**src/rtl/pong_ball.sv**
```systemverilog
`default_nettype none
// ============================================================================
// pong_ball : tick-driven ball motion with wall/paddle reflection and miss detection
// Rev 1.0
// ============================================================================
module pong_ball #(
  parameter int FIELD_W    = 640,
  parameter int FIELD_H    = 480,
  parameter int BALL       = 8,
  parameter int STEP       = 1,
  parameter int PADDLE_H   = 64,
  parameter int PADDLE_W   = 8,
  parameter int PADDLE_XL  = 16,
  parameter int PADDLE_XR  = 616,
  parameter int HOLD_TICKS = 60,
  parameter int W          = 10
) (
  input  logic         clk,
  input  logic         reset,
  input  logic         tick,
  input  logic         serve,
  input  logic [W-1:0] paddle_l_y,
  input  logic [W-1:0] paddle_r_y,
  output logic [W-1:0] ball_x,
  output logic [W-1:0] ball_y,
  output logic         in_play,
  output logic         score_l,
  output logic         score_r
);

  localparam int XW = W + 1;
  localparam int HW = $clog2(HOLD_TICKS + 1);

  localparam logic [W:0] C_CX    = XW'((FIELD_W - BALL) / 2);
  localparam logic [W:0] C_CY    = XW'((FIELD_H - BALL) / 2);
  localparam logic [W:0] C_XMAX  = XW'(FIELD_W - BALL);
  localparam logic [W:0] C_YMAX  = XW'(FIELD_H - BALL);
  localparam logic [W:0] C_LFACE = XW'(PADDLE_XL + PADDLE_W);
  localparam logic [W:0] C_RFACE = XW'(PADDLE_XR - BALL);
  localparam logic [W:0] C_STEP  = XW'(STEP);
  localparam logic [W:0] C_BALL  = XW'(BALL);
  localparam logic [W:0] C_PH    = XW'(PADDLE_H);
  localparam logic [HW-1:0] C_HOLD_LAST = HW'(HOLD_TICKS - 1);

  typedef enum logic [1:0] {
    S_IDLE   = 2'd0,
    S_MOVE   = 2'd1,
    S_SCORED = 2'd2
  } state_t;

  state_t        r_state;
  logic [W-1:0]  r_x;
  logic [W-1:0]  r_y;
  logic          r_dx_right;
  logic          r_dy_down;
  logic [HW-1:0] r_hold;
  logic          r_score_l;
  logic          r_score_r;

  logic [W:0]    w_x;
  logic [W:0]    w_y;
  logic [W:0]    w_pl;
  logic [W:0]    w_pr;
  logic          w_ovl;
  logic          w_ovr;
  logic [W-1:0]  w_y_nx;
  logic          w_dy_nx;
  logic [W-1:0]  w_x_nx;
  logic          w_dx_nx;
  logic          w_miss;

  assign w_x  = {1'b0, r_x};
  assign w_y  = {1'b0, r_y};
  assign w_pl = {1'b0, paddle_l_y};
  assign w_pr = {1'b0, paddle_r_y};

  assign w_ovl = (w_y + C_BALL > w_pl) && (w_y < w_pl + C_PH);
  assign w_ovr = (w_y + C_BALL > w_pr) && (w_y < w_pr + C_PH);

  always_comb begin
    w_y_nx  = r_y;
    w_dy_nx = r_dy_down;
    if (r_dy_down) begin
      if (w_y + C_STEP >= C_YMAX) begin
        w_y_nx  = W'(C_YMAX);
        w_dy_nx = 1'b0;
      end else begin
        w_y_nx = W'(w_y + C_STEP);
      end
    end else if (w_y <= C_STEP) begin
      w_y_nx  = '0;
      w_dy_nx = 1'b1;
    end else begin
      w_y_nx = W'(w_y - C_STEP);
    end
  end

  // A miss leaves x frozen and re-aims the next serve back the way the ball came.
  always_comb begin
    w_x_nx  = r_x;
    w_dx_nx = r_dx_right;
    w_miss  = 1'b0;
    if (r_dx_right) begin
      if ((w_x <= C_RFACE) && (w_x + C_STEP >= C_RFACE) && w_ovr) begin
        w_x_nx  = W'(C_RFACE);
        w_dx_nx = 1'b0;
      end else if (w_x + C_STEP > C_XMAX) begin
        w_miss  = 1'b1;
        w_dx_nx = 1'b0;
      end else begin
        w_x_nx = W'(w_x + C_STEP);
      end
    end else begin
      if ((w_x >= C_LFACE) && (w_x <= C_LFACE + C_STEP) && w_ovl) begin
        w_x_nx  = W'(C_LFACE);
        w_dx_nx = 1'b1;
      end else if (w_x < C_STEP) begin
        w_miss  = 1'b1;
        w_dx_nx = 1'b1;
      end else begin
        w_x_nx = W'(w_x - C_STEP);
      end
    end
  end

  always_ff @(posedge clk or posedge reset) begin
    if (reset) begin
      r_state    <= S_IDLE;
      r_x        <= W'(C_CX);
      r_y        <= W'(C_CY);
      r_dx_right <= 1'b1;
      r_dy_down  <= 1'b1;
      r_hold     <= '0;
      r_score_l  <= 1'b0;
      r_score_r  <= 1'b0;
    end else begin
      r_score_l <= 1'b0;
      r_score_r <= 1'b0;
      case (r_state)
        S_IDLE: begin
          if (serve) r_state <= S_MOVE;
        end
        S_MOVE: begin
          if (tick) begin
            r_y        <= w_y_nx;
            r_dy_down  <= w_dy_nx;
            r_x        <= w_x_nx;
            r_dx_right <= w_dx_nx;
            if (w_miss) begin
              r_state   <= S_SCORED;
              r_hold    <= '0;
              r_score_l <= r_dx_right;
              r_score_r <= ~r_dx_right;
            end
          end
        end
        S_SCORED: begin
          if (tick) begin
            if (r_hold == C_HOLD_LAST) begin
              r_state <= S_IDLE;
              r_hold  <= '0;
              r_x     <= W'(C_CX);
              r_y     <= W'(C_CY);
            end else begin
              r_hold <= r_hold + HW'(1);
            end
          end
        end
        default: r_state <= S_IDLE;
      endcase
    end
  end

  assign ball_x  = r_x;
  assign ball_y  = r_y;
  assign in_play = (r_state == S_MOVE);
  assign score_l = r_score_l;
  assign score_r = r_score_r;

endmodule
`default_nettype wire

```
**config.mk**
```make
export PLATFORM = sky130hd
export DESIGN_NAME = pong_ball
export DESIGN_NICKNAME = d
export VERILOG_FILES = /design/src/rtl/pong_ball.sv
export SDC_FILE = /design/constraint.sdc
export NUM_CORES = 1
export LEC_CHECK = 0
export BUFFER_PORTS_ARGS = -buffer_cell sky130_fd_sc_hd__buf_4
export CAP_MARGIN = 30
export CORE_MARGIN = 4
export CORE_UTILIZATION = 45
export DETAILED_ROUTE_END_ITERATION = 7
export PLACE_DENSITY = 0.72
export SLEW_MARGIN = 20
export SYNTH_ARGS = -nofsm -noshare
export SYNTH_HDL_FRONTEND = slang
export SYNTH_SLANG_ARGS = --single-unit
export TNS_END_PERCENT = 10
```
**constraint.sdc**
```tcl
create_clock -name clk -period 3.7 [get_ports clk]
set_input_delay 0.37 -clock clk [delete_from_list [all_inputs] [get_ports clk]]
set_output_delay 0.37 -clock clk [all_outputs]
set_load 0.01 [all_outputs]
```
==> results.sh <==
export IMPL_status="finished, final reports clean"
export IMPL_cp_end_kind="flip-flop"
export IMPL_ctsLongestPathBuffers=2
export IMPL_slew_headroom_pct=50.23
export IMPL_antenna_found_initial=0
export IMPL_clock_skew_ns=0.01146
export IMPL_p_clk_share_pct=11.5
export IMPL_cts_repair_resized=0
export IMPL_cts_root_buf="clkbuf_8"
export IMPL_ant_nets=0
export IMPL_drv_cap=0
export IMPL_clk_pin_slew_worst_paths_ns=0.08
export IMPL_rsz0062_at_grt="true"
export IMPL_grt_overflow_total=0
export IMPL_post_synth_cell_area_avg_um2=7.707
export IMPL_portBuffers=46
export IMPL_grt_max_degree=33
export IMPL_crit_slowest_cell="dfstp_2"
export IMPL_yosys_register_bits=32
export IMPL_cts_sinks=32
export IMPL_design_area_um2=4202
export IMPL_row_count=32
export IMPL_fmax_ghz=0.2874
export IMPL_synthCells=476
export IMPL_cts_setup_buffers=0
export IMPL_whs_ns=0.1627
export IMPL_routabilityCongestion=0.9701
export IMPL_placedCellCount=607
export IMPL_cp_max_fo=13
export IMPL_crit_path_cell_trace="ha_2 -> xor2_1 -> ha_1 -> a21o_1 -> a211oi_1 -> o311ai_0 -> o211ai_2 -> nand4b_2 -> a21oi_1 -> o21ai_0 -> mux2_2"
export IMPL_viasPerCell=5.992
export IMPL_ir_drop_v=0.0003079
export IMPL_layout_cells_non_filler=615
export IMPL_path_class="flip-flop to flip-flop"
export IMPL_critPathMaxStageDelay_ns=0.67
export IMPL_grt_pass1_wl_mm=16.55
export IMPL_synth_flop_cell="dfrtp_1"
export IMPL_setup_viol=0
export IMPL_finalWirelength_mm=9.988
export IMPL_post_route_drc_count=0
export IMPL_finalCritPeriodShare_pct=94.05
export IMPL_grt_pass1_vias=3490
export IMPL_hold_viol=0
export IMPL_synth_compound_area_share_pct=24.86
export IMPL_nets=583
export IMPL_syn_nets=547
export IMPL_p_sw_uw=1468
export IMPL_die_area_um2=9661
export IMPL_finalMaxSlewViolations=0
export IMPL_fillers=735
export IMPL_power_density_nw_per_um2=718.5
export IMPL_required_ns=3.89
export IMPL_die_h_um=98.29
export IMPL_cts_tree="yes"
export IMPL_insertion_delay_ns=0.30
export IMPL_syn_cell_area_um2=3669
export IMPL_drt_first_pass_iters=5
export IMPL_first_iter_violations=215
export IMPL_cts_inserted_buffers=5
export IMPL_wl_per_cell_um=16.24
export IMPL_reg2reg_setup_slack_ns=0.22
export IMPL_internal_power_uw=1551
export IMPL_grt_util_all_layers_pct=20.33
export IMPL_combPwrFrac_pct=61.7
export IMPL_yosys_warnings=0
export IMPL_startpoint_type="flip-flop"
export IMPL_diodes=0
export IMPL_initial_utilization_pct=46.99
export IMPL_synth_fa_ha_area_share_pct=16.03
export IMPL_h_tree_depth=2
export IMPL_p_leak_uw=0.001880
export IMPL_synth_xor_area_share_pct=5.730
export IMPL_pin_count=47
export IMPL_synth_edf_count=0
export IMPL_cts_hold_buffers_added=0
export IMPL_layout_drive_gt1_share_pct=17.54
export IMPL_swShare_pct=48.62
export IMPL_post_dp_hpwl_mm=7.631
export IMPL_layout_min_cycle_time_ns=3.480
export IMPL_yosysUniqueCellTypes=69
export IMPL_die_w_um=98.29
export IMPL_synthArstFlopShare_pct=100.0
export IMPL_synthToLayoutAreaGrowth_pct=14.53
export IMPL_tightest_slew_ns=0.7450
export IMPL_seq_power_share_pct=26.9
export IMPL_routed_via_count=3685
export IMPL_holdCritPathClass="primary input to async pin"
export IMPL_muxShareOfSynthArea_pct=0.8527
export IMPL_ys_seq_area_share_pct=22.24
export IMPL_placed_area_um2=4088
export IMPL_synth_top_family_by_area="compound AO/OA/AOI/OAI gates"
export IMPL_critPathArrivalTime_ns=3.67
export IMPL_synthSimpleGateAreaFrac_pct=22.99
export IMPL_design_core_area_um2=7807
==> critical path, delay by kind of cell (launching register included) <==
family | cells | cell delay (ns)
mux | 1 | 0.30
simple gates | 1 | 0.22
flops | 1 | 0.67
compound gates | 6 | 1.39
fa+ha+maj | 2 | 0.57
xor+xnor | 1 | 0.22
==> power groups by stage <==
stage,Combinational (µW),Clock (µW),Sequential [µW]
finish,1860,346,811
global route,2090,366,844
CTS,1850,352,802
detailed placement,1840,0,809
global placement,1790,0,800
floorplan,1400,0,679
==> layout by cell type, fill, tap and decap left out, types with 5 or more instances in the layout <==
master and instances:
or2_2 5, clkbuf_8 5, a31oi_1 7, buf_4 54, a21o_1 5, nor4_1 7, ha_1 46, and3_1 7
nand4_1 8, nand2b_1 5, o221ai_1 6, nor3_1 16, a211oi_1 6, nand3_1 18, dfrtp_1 20, nand2_1 39
xor2_1 8, dfstp_2 12, inv_1 41, xnor2_1 16, nor2_1 42, a21oi_1 22, o21ai_0 37
==> flip-flops by register name, indices dropped and copies added, names as in the netlist <==
name and flops:
ball_x 10, r_hold 6, score_r 1, ball_y 10
score_l 1, r_dx_right 1, r_state 2, r_dy_down 1
==> stage by stage <==
| stage | total power [µW] | TNS, ns | util (%) | worst slack (ns) |
|---|---|---|---|---|
| final | 3019 | 0 | 53.81 | 0.2200 |
| after global routing | 3297 | -0.006311 | 53.81 | -0.006311 |
| after detailed placement | 2648 | 0 | 52.36 | 0.2328 |
| after global placement | 2590 | 0 | 52.36 | 0.4001 |
| after CTS | 3007 | 0 | 53.78 | 0.2060 |
| after floorplan | 2079 | 0 | - | 0.6192 |
==> logic make-up after synthesis <==
| logic type | after synthesis |
|---|---|
| AO/OA/AOI/OAI | 135 |
| multiplexers | 3 |
| adder cells (fa/ha/maj) | 47 |
| XOR/XNOR | 24 |
| buffers and inverters | 66 |
| AND/OR/NAND/NOR | 169 |
| flip-flops | 32 |
==> Yosys cell counts (3+ instances only) <==
| cell type | instances | area, µm² |
|---|---|---|
| nor2b_1 | 4 | 25.02 |
| nor3_1 | 16 | 80.08 |
| and2_1 | 3 | 18.77 |
| nor2_1 | 42 | 157.7 |
| ha_1 | 47 | 588.1 |
| o21ai_0 | 37 | 185.2 |
| buf_2 | 4 | 20.02 |
| o211ai_1 | 3 | 22.52 |
| a311oi_1 | 3 | 26.28 |
| a31oi_1 | 7 | 43.79 |
| dfrtp_1 | 20 | 500.5 |
| a21boi_0 | 3 | 22.52 |
| o221ai_1 | 6 | 52.55 |
| a22oi_1 | 3 | 22.52 |
| o21a_1 | 4 | 30.03 |
| a21o_1 | 5 | 37.54 |
| nor4_1 | 7 | 43.79 |
| nand3_1 | 18 | 90.09 |
| dfstp_2 | 12 | 315.3 |
| a211oi_1 | 6 | 45.04 |
| xnor2_1 | 16 | 140.1 |
| inv_1 | 41 | 153.9 |
| and3_1 | 7 | 43.79 |
| o21bai_1 | 3 | 22.52 |
| clkbuf_1 | 18 | 67.56 |
| or2_2 | 5 | 31.28 |
| nand4_1 | 8 | 50.05 |
| xor2_1 | 8 | 70.07 |
| nand2b_1 | 5 | 31.28 |
| a21oi_1 | 22 | 110.1 |
| nand2_1 | 39 | 146.4 |
==> path summary, 6_finish.rpt <==
check | from | endpoint | depth (start not counted)
max | ball_y[3]$_DFFE_PP1P_ | r_hold[0]$_DFFE_PP0P_ | 11
min | reset | ball_y[8]$_DFFE_PP0P_ | 3
max reg2reg | ball_y[3]$_DFFE_PP1P_ | r_hold[0]$_DFFE_PP0P_ | 11
min reg2reg | r_state[1]$_DFFE_PP0P_ | r_state[0]$_DFFE_PP0P_ | 1
max in group asynchronous | reset | ball_x[8]$_DFFE_PP1P_ | 3
min in group clk | serve | r_state[0]$_DFFE_PP0P_ | 3
==> area by class of cell <==
cell class | instances | area, µm² | area share [%]
clock buffers | 5 | 68.82 | 1.638
well taps | 102 | 127.6 | 3.038
clock inverters | 3 | 42.54 | 1.013
flip-flops and latches | 32 | 815.8 | 19.42
multi-input cells | 378 | 2587 | 61.58
inverters | 41 | 153.9 | 3.663
repair buffers | 54 | 405.4 | 9.649
==> metal layers <==
layer	up-vias	wire length (µm)	global-route usage [%]
li1	1808	-	-
met1	1730	4512	28.03
met2	129	4705	32.40
met3	18	604	3.857
met4	0	165	5.882
met5	-	0	0
No activity file was read; power rests on OpenSTA's default activity.
